File: config.mk
export PLATFORM = sky130hd
export DESIGN_NAME = pipe_ctrl_flat
export DESIGN_NICKNAME = d
export VERILOG_FILES = /design/src/rtl/pipe_pkg.sv /design/src/rtl/pipe_ctrl_if.sv /design/src/rtl/sat_counter.sv /design/src/rtl/pipe_ctrl.sv /design/src/flat_wrapper.sv
export SDC_FILE = /design/constraint.sdc
export NUM_CORES = 1
export LEC_CHECK = 0
export CORE_ASPECT_RATIO = 1.1
export CORE_MARGIN = 4
export CORE_UTILIZATION = 55
export CTS_BUF_LIST = sky130_fd_sc_hd__clkbuf_4
export CTS_CLUSTER_DIAMETER = 80
export CTS_CLUSTER_SIZE = 25
export DETAILED_ROUTE_END_ITERATION = 16
export PLACE_DENSITY = 0.92
export SYNTH_ARGS = -nofsm -noshare
export SYNTH_HDL_FRONTEND = slang
export SYNTH_HIERARCHICAL = 1
export SYNTH_SLANG_ARGS = --single-unit
File: constraint.sdc
create_clock -name clk -period 5.8 [get_ports clk]
set_clock_uncertainty 0.15 [all_clocks]
set_input_delay 1.16 -clock clk [delete_from_list [all_inputs] [get_ports clk]]
set_output_delay 1.16 -clock clk [all_outputs]
set_load 0.05 [all_outputs]
File: src/rtl/pipe_pkg.sv
// Shared constants and types for the pipeline stall/flush controller.
package pipe_pkg;
    localparam int STAGE_NUM = 6;

    localparam int PC_STAGE  = 0;
    localparam int IF_STAGE  = 1;
    localparam int ID_STAGE  = 2;
    localparam int EX_STAGE  = 3;
    localparam int MEM_STAGE = 4;
    localparam int WB_STAGE  = 5;

    localparam logic STOP    = 1'b1;
    localparam logic NO_STOP = 1'b0;

    typedef enum logic {
        IDLE  = 1'b0,
        DRAIN = 1'b1
    } pctrl_state_e;
endpackage

File: src/rtl/pipe_ctrl_if.sv
// Request/decision bundle between the pipeline stages and the stall/flush controller.
interface pipe_ctrl_if
    import pipe_pkg::*;
#(
    parameter int CNT_W = 32
) ();
    logic                 if_busy;
    logic                 id_hazard;
    logic                 ex_busy;
    logic                 mem_busy;
    logic                 branch_taken;
    logic [31:0]          branch_target;
    logic [STAGE_NUM-1:0] stall;
    logic                 flush;
    logic                 pc_redirect;
    logic [31:0]          redirect_pc;
    logic [CNT_W-1:0]     stall_cnt;
    logic [CNT_W-1:0]     flush_cnt;

    modport master (
        output if_busy, id_hazard, ex_busy, mem_busy, branch_taken, branch_target,
        input  stall, flush, pc_redirect, redirect_pc, stall_cnt, flush_cnt
    );

    modport slave (
        input  if_busy, id_hazard, ex_busy, mem_busy, branch_taken, branch_target,
        output stall, flush, pc_redirect, redirect_pc, stall_cnt, flush_cnt
    );
endinterface

File: src/rtl/sat_counter.sv
// Up-counter that sticks at all-ones instead of wrapping.
module sat_counter #(
    parameter int CNT_W = 32
) (
    input  logic             clk,
    input  logic             rst,
    input  logic             inc,
    output logic [CNT_W-1:0] cnt
);
    logic [CNT_W-1:0] cnt_reg;

    always_ff @(posedge clk) begin
        if (rst) begin
            cnt_reg <= '0;
        end else if (inc && (cnt_reg != {CNT_W{1'b1}})) begin
            cnt_reg <= cnt_reg + 1'b1;
        end
    end

    assign cnt = cnt_reg;
endmodule

File: src/rtl/pipe_ctrl.sv
// Merges stage stall requests, turns EX branch decisions into flush + PC redirect,
// and defers the redirect until an outstanding instruction fetch has drained.
module pipe_ctrl
    import pipe_pkg::*;
#(
    parameter int CNT_W = 32
) (
    input logic        clk,
    input logic        rst,
    pipe_ctrl_if.slave bus
);
    logic [STAGE_NUM-1:0] req;
    logic [STAGE_NUM-1:0] stall_raw;
    pctrl_state_e         state_reg, state_next;
    logic [31:0]          tgt_reg, tgt_next;
    logic                 flush_next;
    logic                 redirect_next;
    logic [31:0]          pc_next;
    logic                 accept;

    assign req[PC_STAGE]  = 1'b0;
    assign req[IF_STAGE]  = bus.if_busy;
    assign req[ID_STAGE]  = bus.id_hazard;
    assign req[EX_STAGE]  = bus.ex_busy;
    assign req[MEM_STAGE] = bus.mem_busy;
    assign req[WB_STAGE]  = 1'b0;

    // A stage stops when it or any later stage requests a stall.
    generate
        for (genvar gi = 0; gi < STAGE_NUM; gi++) begin : g_merge
            assign stall_raw[gi] = |req[STAGE_NUM-1:gi] ? STOP : NO_STOP;
        end
    endgenerate

    assign accept = bus.branch_taken && (stall_raw[EX_STAGE] == NO_STOP);

    always_comb begin
        state_next    = state_reg;
        tgt_next      = tgt_reg;
        flush_next    = 1'b0;
        redirect_next = 1'b0;
        pc_next       = 32'h0;
        case (state_reg)
            IDLE: begin
                if (accept) begin
                    flush_next = 1'b1;
                    if (bus.if_busy) begin
                        tgt_next   = bus.branch_target;
                        state_next = DRAIN;
                    end else begin
                        redirect_next = 1'b1;
                        pc_next       = bus.branch_target;
                    end
                end
            end
            DRAIN: begin
                // The fetch landing now is stale: flush it as the PC is redirected.
                if (!bus.if_busy) begin
                    flush_next    = 1'b1;
                    redirect_next = 1'b1;
                    pc_next       = tgt_reg;
                    state_next    = IDLE;
                end
            end
            default: state_next = IDLE;
        endcase
    end

    always_ff @(posedge clk) begin
        if (rst) begin
            state_reg <= IDLE;
            tgt_reg   <= 32'h0;
        end else begin
            state_reg <= state_next;
            tgt_reg   <= tgt_next;
        end
    end

    assign bus.stall       = rst ? '0    : stall_raw;
    assign bus.flush       = rst ? 1'b0  : flush_next;
    assign bus.pc_redirect = rst ? 1'b0  : redirect_next;
    assign bus.redirect_pc = rst ? 32'h0 : pc_next;

    sat_counter #(.CNT_W(CNT_W)) u_stall_cnt (
        .clk (clk),
        .rst (rst),
        .inc (bus.stall[PC_STAGE]),
        .cnt (bus.stall_cnt)
    );

    sat_counter #(.CNT_W(CNT_W)) u_flush_cnt (
        .clk (clk),
        .rst (rst),
        .inc (bus.flush),
        .cnt (bus.flush_cnt)
    );

    a_no_branch_in_drain: assert property (
        @(posedge clk) disable iff (rst) (state_reg == DRAIN) |-> !bus.branch_taken
    );
endmodule

File: src/flat_wrapper.sv
// flat-port wrapper written by rule: the top's interface ports become plain ports
module pipe_ctrl_flat import pipe_pkg::*;
#(
    parameter int CNT_W = 32
)
  (clk, rst, bus_if_busy, bus_id_hazard, bus_ex_busy, bus_mem_busy, bus_branch_taken, bus_branch_target, bus_stall, bus_flush, bus_pc_redirect, bus_redirect_pc, bus_stall_cnt, bus_flush_cnt);
  pipe_ctrl_if #(.CNT_W(CNT_W)) bus_i ();
  input logic clk;
  input logic rst;
  input wire logic [$bits(bus_i.if_busy)-1:0] bus_if_busy;
  input wire logic [$bits(bus_i.id_hazard)-1:0] bus_id_hazard;
  input wire logic [$bits(bus_i.ex_busy)-1:0] bus_ex_busy;
  input wire logic [$bits(bus_i.mem_busy)-1:0] bus_mem_busy;
  input wire logic [$bits(bus_i.branch_taken)-1:0] bus_branch_taken;
  input wire logic [$bits(bus_i.branch_target)-1:0] bus_branch_target;
  output wire logic [$bits(bus_i.stall)-1:0] bus_stall;
  output wire logic [$bits(bus_i.flush)-1:0] bus_flush;
  output wire logic [$bits(bus_i.pc_redirect)-1:0] bus_pc_redirect;
  output wire logic [$bits(bus_i.redirect_pc)-1:0] bus_redirect_pc;
  output wire logic [$bits(bus_i.stall_cnt)-1:0] bus_stall_cnt;
  output wire logic [$bits(bus_i.flush_cnt)-1:0] bus_flush_cnt;
  assign bus_i.if_busy = bus_if_busy;
  assign bus_i.id_hazard = bus_id_hazard;
  assign bus_i.ex_busy = bus_ex_busy;
  assign bus_i.mem_busy = bus_mem_busy;
  assign bus_i.branch_taken = bus_branch_taken;
  assign bus_i.branch_target = bus_branch_target;
  assign bus_stall = bus_i.stall;
  assign bus_flush = bus_i.flush;
  assign bus_pc_redirect = bus_i.pc_redirect;
  assign bus_redirect_pc = bus_i.redirect_pc;
  assign bus_stall_cnt = bus_i.stall_cnt;
  assign bus_flush_cnt = bus_i.flush_cnt;
  pipe_ctrl #(.CNT_W(CNT_W)) u_core (.clk(clk), .rst(rst), .bus(bus_i));
endmodule
==> Word-level counts from Yosys, hierarchy flattened <==
Cells that the tools add are included.
{ "word_totals": {"reg_bits": 97, "latchBits": 0, "ramBits": 0, "romBits": 0, "input_bits": 39, "out_inout_bits": 104, "word_cells": 37, "n_memories": 0} }
{ "classes": {"addsub": 2, "n_mul": 0, "n_div": 0, "n_lt_le_gt_ge": 0, "n_eq_ne": 2, "shift": 0, "mux": 20, "n_bitwise": 2, "reduce_logical": 7} }
{ "ops": {"columns": ["operator", "n"], "rows": [
  ["2-to-1 mux 32 bit", 4],
  ["adder 32 x 1 -> 32 bit, second input constant", 2],
  ["inequality test 32 bit, second input constant", 2],
  ["case mux 32 bit (2 select lines)", 1],
  ["2-to-1 mux 1 bit", 11],
  ["case mux 1 bit (2 select lines)", 3],
  ["2-to-1 mux 5 bit", 1],
  ["OR reduction 4 bit", 1],
  ["logical AND 1 bit", 3],
  ["AND reduction 3 bit", 1],
  ["OR reduction 3 bit", 1],
  ["inverter 1 bit", 2],
  ["OR reduction 2 bit", 1]
]} }

==> Logic depth before layout (Yosys ltp) <==
{ "depth": {"ltp_word": 8, "mapped_depth": 9, "mapped_depth_nobuf": 8} }

==> Modules after synthesis <==
Netlist, hierarchy kept.
{ "modules_own_cells": {"columns": ["module", "instances", "cells_each", "area_each_um2", "seq_area_each_um2"], "rows": [
  ["sat_counter", 2, 199, 1674.1, 640.6],
  ["pipe_ctrl", 1, 229, 2072.0, 660.6]
]} }

==> Worst setup path after synthesis <==
OpenSTA, ideal clock, no wires.
{ "synth_path": {"kind": "input port to flip-flop", "start": "in bus_mem_busy", "end": "reg u_core.u_flush_cnt.cnt_reg[31] (netlist: u_core/u_flush_cnt/cnt[31])", "setup_time_ns": 0.121, "arrival_time_ns": 4.316, "required_time_ns": 5.529, "setup_slack_ns": 1.213, "path_stages": 8, "path_buffers": 0, "cell_sequence": "or3b_4 -> mux2_2 -> nor2_1 -> nand4_1 -> nor4_2 -> nand4_1 -> nor4_1 -> mux2_2"} }
{ "synth_via": {"elab_chain_len": 8} }
{ "synth_lines": {"columns": ["item", "line", "text"], "rows": [
  ["start: declaration", "flat_wrapper.sv:13", "input wire logic [$bits(bus_i.mem_busy)-1:0] bus_mem_busy;"],
  ["OR reduction 2 bit", "pipe_ctrl.sv:31", "assign stall_raw[gi] = |req[STAGE_NUM-1:gi] ? STOP : NO_STOP;"],
  ["2-to-1 mux 1 bit", "pipe_ctrl.sv:31", null],
  ["inverter 1 bit", "pipe_ctrl.sv:35", "assign accept = bus.branch_taken && (stall_raw[EX_STAGE] == NO_STOP);"],
  ["logical AND 1 bit", "pipe_ctrl.sv:35", null],
  ["2-to-1 mux 1 bit", "pipe_ctrl.sv:45", "if (accept) begin"],
  ["case mux 1 bit (2 select lines)", "pipe_ctrl.sv:43", "case (state_reg)"],
  ["2-to-1 mux 1 bit", "pipe_ctrl.sv:80", "assign bus.flush = rst ? 1'b0 : flush_next;"],
  ["via bus_flush", "flat_wrapper.sv:17", "output wire logic [$bits(bus_i.flush)-1:0] bus_flush;"],
  ["logical AND 1 bit", "sat_counter.sv:15", "end else if (inc && (cnt_reg != {CNT_W{1'b1}})) begin"],
  ["end signal: assignment", "sat_counter.sv:16", "cnt_reg <= cnt_reg + 1'b1;"],
  ["end: declaration", "sat_counter.sv:10", "logic [CNT_W-1:0] cnt_reg;"]
]} }
The timed path passes the listed nets, and every way through them passes these cells.
A chain may end at the register's enable or synchronous reset.

==> Worst setup path after layout <==
{ "layout_path": {"start": "in bus_mem_busy", "end": "out bus_flush"} }
{ "layout_via": {"elab_chain_len": 7} }
{ "layout_lines": {"columns": ["item", "line"], "rows": [
  ["OR reduction 2 bit", "pipe_ctrl.sv:31"],
  ["2-to-1 mux 1 bit", "pipe_ctrl.sv:31"],
  ["inverter 1 bit", "pipe_ctrl.sv:35"],
  ["logical AND 1 bit", "pipe_ctrl.sv:35"],
  ["2-to-1 mux 1 bit", "pipe_ctrl.sv:45"],
  ["case mux 1 bit (2 select lines)", "pipe_ctrl.sv:43"],
  ["2-to-1 mux 1 bit", "pipe_ctrl.sv:80"],
  ["end: declaration", "flat_wrapper.sv:17"]
]} }
Every way passes these cells.

==> Implementation_results.wiki <==
{| class="wikitable"
! Metric !! Value
|-
| Number of antenna violations at the first check in global routing || 0
|-
| Worst reg2reg startpoint || u_core/state_reg
|-
| Number of hold-slack violations in the final timing report || 0
|-
| Via count of the first global-routing pass || 4890
|-
| Global-route wire length before repair || 23000 um
|-
| CP peak stage delay || 0.90 ns
|-
| Number of buffers inserted for hold repair after clock tree synthesis || 0
|-
| Final #Nets || 783
|-
| Layout overhead on the synthesized area || 27.9%
|-
| Initial cell density of the core || 57.1%
|-
| Flip-flop and latch area || 1940 um2
|-
| Post-layout minimum cycle time || 4.95 ns
|-
| Register bit total from synthesis || 97
|-
| DR WL/cell || 16.6 um
|-
| Fin crit share || 85.4%
|-
| CP cell instances || clkdlybuf4s50_1 > or3b_4 > mux2_2 > nor2_1 > clkdlybuf4s50_1
|-
| Setup repair after global routing missed its margin || no
|-
| Highest Clock Rate || 202 MHz
|-
| Layout fillers || 689
|-
| Most common library cell in the layout ignoring fill and taps || sky130_fd_sc_hd__clkdlybuf4s50_1
|-
| Via/cell ratio || 6.03
|-
| Final total negative setup slack || 0 ns
|-
| CTS max path bufs || 2
|-
| Total vias in the final route || 5214
|-
| Total Die Area || 11500 um2
|-
| Fraction of final layout cells sized beyond drive strength 1 || 5.89%
|-
| Number of inserted diodes || 0
|-
| Share of the synthesized area in compound gates (AO/OA/AOI/OAI) || 12.2%
|-
| Async set-reset flop share out of synthesis || 0%
|-
| Overall die width || 103 um
|-
| Die Height || 112 um
|-
| Length of the first detailed-routing pass in iterations || 5
|-
| Number of core rows || 37
|-
| Count of input and output buffers || 141
|-
| P_leak || 0.00211 uW
|-
| Count of unique library cells instantiated by Yosys || 47
|-
| Multi-input combinational cell area || 3230 um2
|-
| End of the worst register-to-register path || u_core/u_flush_cnt/cnt[31]
|-
| CTS clk-pin slew, worst paths || 0.13 ns
|-
| Post-CTS setup buffers || 0
|-
| Slowest CP cell || sky130_fd_sc_hd__clkdlybuf4s50_1
|-
| H-tree lvl count || 3
|-
| Dominant combinational cell family by area after synthesis || simple AND/OR/NAND/NOR gates
|-
| Crit path setup slack, layout || 0.848 ns
|-
| Startpoint of the worst setup timing path || bus_mem_busy
|-
| DPL Wire Length || 10300 um
|-
| Endpoint of the most critical setup path || bus_flush
|-
| Max IR drop VDD || 0.129 mV
|-
| Core area || 9490 um2
|-
| Mux contribution to synthesized area || 13.2%
|-
| CTS buffer count || 9
|-
| Clock tree from TritonCTS || done
|-
| Pre-CTS WS || 0.858 ns
|-
| Number of design-rule violations left by the first detailed-router iteration || 356
|-
| Worst min-delay path class || register to register
|-
| Overall power consumption || 1170 uW
|-
| Largest fanout on the critical path || 5
|-
| Top library cells by usage in the layout, fill and taps aside || sky130_fd_sc_hd__clkdlybuf4s50_1, sky130_fd_sc_hd__dfxtp_1, sky130_fd_sc_hd__mux2i_1, sky130_fd_sc_hd__nand2b_1, sky130_fd_sc_hd__nor2_1
|-
| Share of the yosys chip area belonging to registers || 35.8%
|-
| XOR/XNOR Fraction of Synth Area || 2.26%
|-
| Adder and majority cell fraction of the synthesized area || 0.462%
|-
| Status || finished clean
|-
| Net count of the mapped netlist || 668
|-
| Setup crit end kind || primary output
|-
| Met3 routed wirelength || 1110 um
|-
| Worst-Margin Slew || 1.05 ns
|-
| Relative max-transition margin || 30.2%
|-
| Gp weighted congestion || 0.849
|-
| Worst path required time || 4.49 ns
|-
| Total cell area at the placement stage || 6800 um2
|-
| Final WL || 14300 um
|-
| Sum of overflow across all layers after global routing || 0
|-
| Routed wl met2 || 6970 um
|-
| EDFF count, synth || 0
|-
| Reg2reg path depth || 8
|-
| Data arrival, critical path || 3.64 ns
|-
| Category of the worst setup path launch point || primary input
|-
| Maximum number of pins on one net before global-route repair || 78
|-
| Number of sinks on the clock net || 97
|-
| Final standard cell utilization of the core || 73.0%
|-
| Internal reg-to-reg setup slack || 1.71 ns
|-
| Final Slew Violations || 0
|-
| Most common flop cell mapped by yosys || sky130_fd_sc_hd__dfxtp_1
|-
| Num ports || 143
|-
| Power per cell area || 169 nW/um2
|-
| Overall routing resource usage || 24.3%
|-
| Count of endpoints failing setup in the final report || 0
|-
| Area of the mapped netlist || 5420 um2
|-
| Summed area of non-filler cells in the final layout || 6930 um2
|-
| Number of warnings printed during yosys synthesis || 6
|-
| Root buffer cell || sky130_fd_sc_hd__clkbuf_4
|-
| Syn Inst Count || 627
|-
| Cell with the most instances on the worst path || sky130_fd_sc_hd__clkdlybuf4s50_1
|-
| Simple-gate share of the synthesized area || 31.2%
|-
| Average cell area after synthesis || 8.64 um2
|-
| Antenna viol nets, final || 0
|-
| DRC violation count after routing || 0
|-
| Clk Latency, worst-skew pair || 0.45 ns
|-
| # resized after CTS || 0
|-
| Highest metal layer with signal wires || met4
|-
| MaxCap Viol Count || 0
|-
| Setup Crit Path Kind || primary input to primary output
|-
| DRT met1 WL || 5990 um
|}
layout make-up:
class / count / area share (%)
clock buffers: 10 / 1.08
multi-input cells: 481 / 46.7
repair buffers: 146 / 20.9
clock inverters: 6 / 0.849
flip-flops and latches: 97 / 28.0
well taps: 117 / 2.11
inverters: 7 / 0.379
synthesized netlist by cell type, drive strengths merged (6+ instances only):
master,instances,area [um2]
o31ai,24,180
dfxtp,97,1940
nand2,20,75.1
xnor2,12,105
or3,22,148
inv,7,26.3
and4,8,70.1
clkbuf,24,90.1
nand3,28,150
nand2b,66,413
nor3,6,41.3
or4,24,180
a21oi,45,225
nand4,20,125
buf,18,140
o21ai,16,80.1
and3,8,60.1
mux2i,66,661
nor4,10,75.1
nor2,64,240
power by group:
group	leakage (uW)	total (uW)	switching [uW]	internal (uW)
Sequential	0.000783	681	7.81	673
Clock	0.0000698	358	224	134
Combinational	0.00125	136	73.5	62.4
Total	0.00211	1170	305	869
worst min-delay path by stage:
stage | startpoint | endpoint | cells after the start
2_1_floorplan | u_core/tgt_reg[0] | u_core/tgt_reg[0] | 2
6_report | u_core/tgt_reg[3] | u_core/tgt_reg[3] | 2
5_1_grt | u_core/tgt_reg[12] | u_core/tgt_reg[12] | 2
3_5_place_dp | u_core/tgt_reg[29] | u_core/tgt_reg[29] | 2
3_3_place_gp | u_core/tgt_reg[28] | u_core/tgt_reg[28] | 2
4_1_cts | u_core/tgt_reg[29] | u_core/tgt_reg[29] | 2
metrics by stage:
step                      hold slack, ns  std cells
after global routing               0.360        864
final                              0.338        864
after floorplan                    0.298        627
after global placement             0.308        848
after detailed placement           0.319        848
after CTS                          0.337        864
critical path, delay by kind of cell:
kind | cells | cell delay, ns
muxes | 1 | 0.29
and+or+nand+nor | 2 | 0.83
buffers and inverters | 2 | 1.36
per-layer routing:
layer	track usage (%)	vias to the layer above
met5	0	-
met4	7.96	0
met3	4.97	29
met2	41.0	235
met1	30.5	2441
li1	-	2509
logic make-up after synthesis:
kind of cell             Yosys count
AO/OA/AOI/OAI                    101
XOR/XNOR                          14
adder cells (fa/ha/maj)            2
buffers and inverters             49
flip-flops                        97
multiplexers                      71
other                              1
AND/OR/NAND/NOR                  292
No activity file was read; power rests on OpenSTA's default activity.
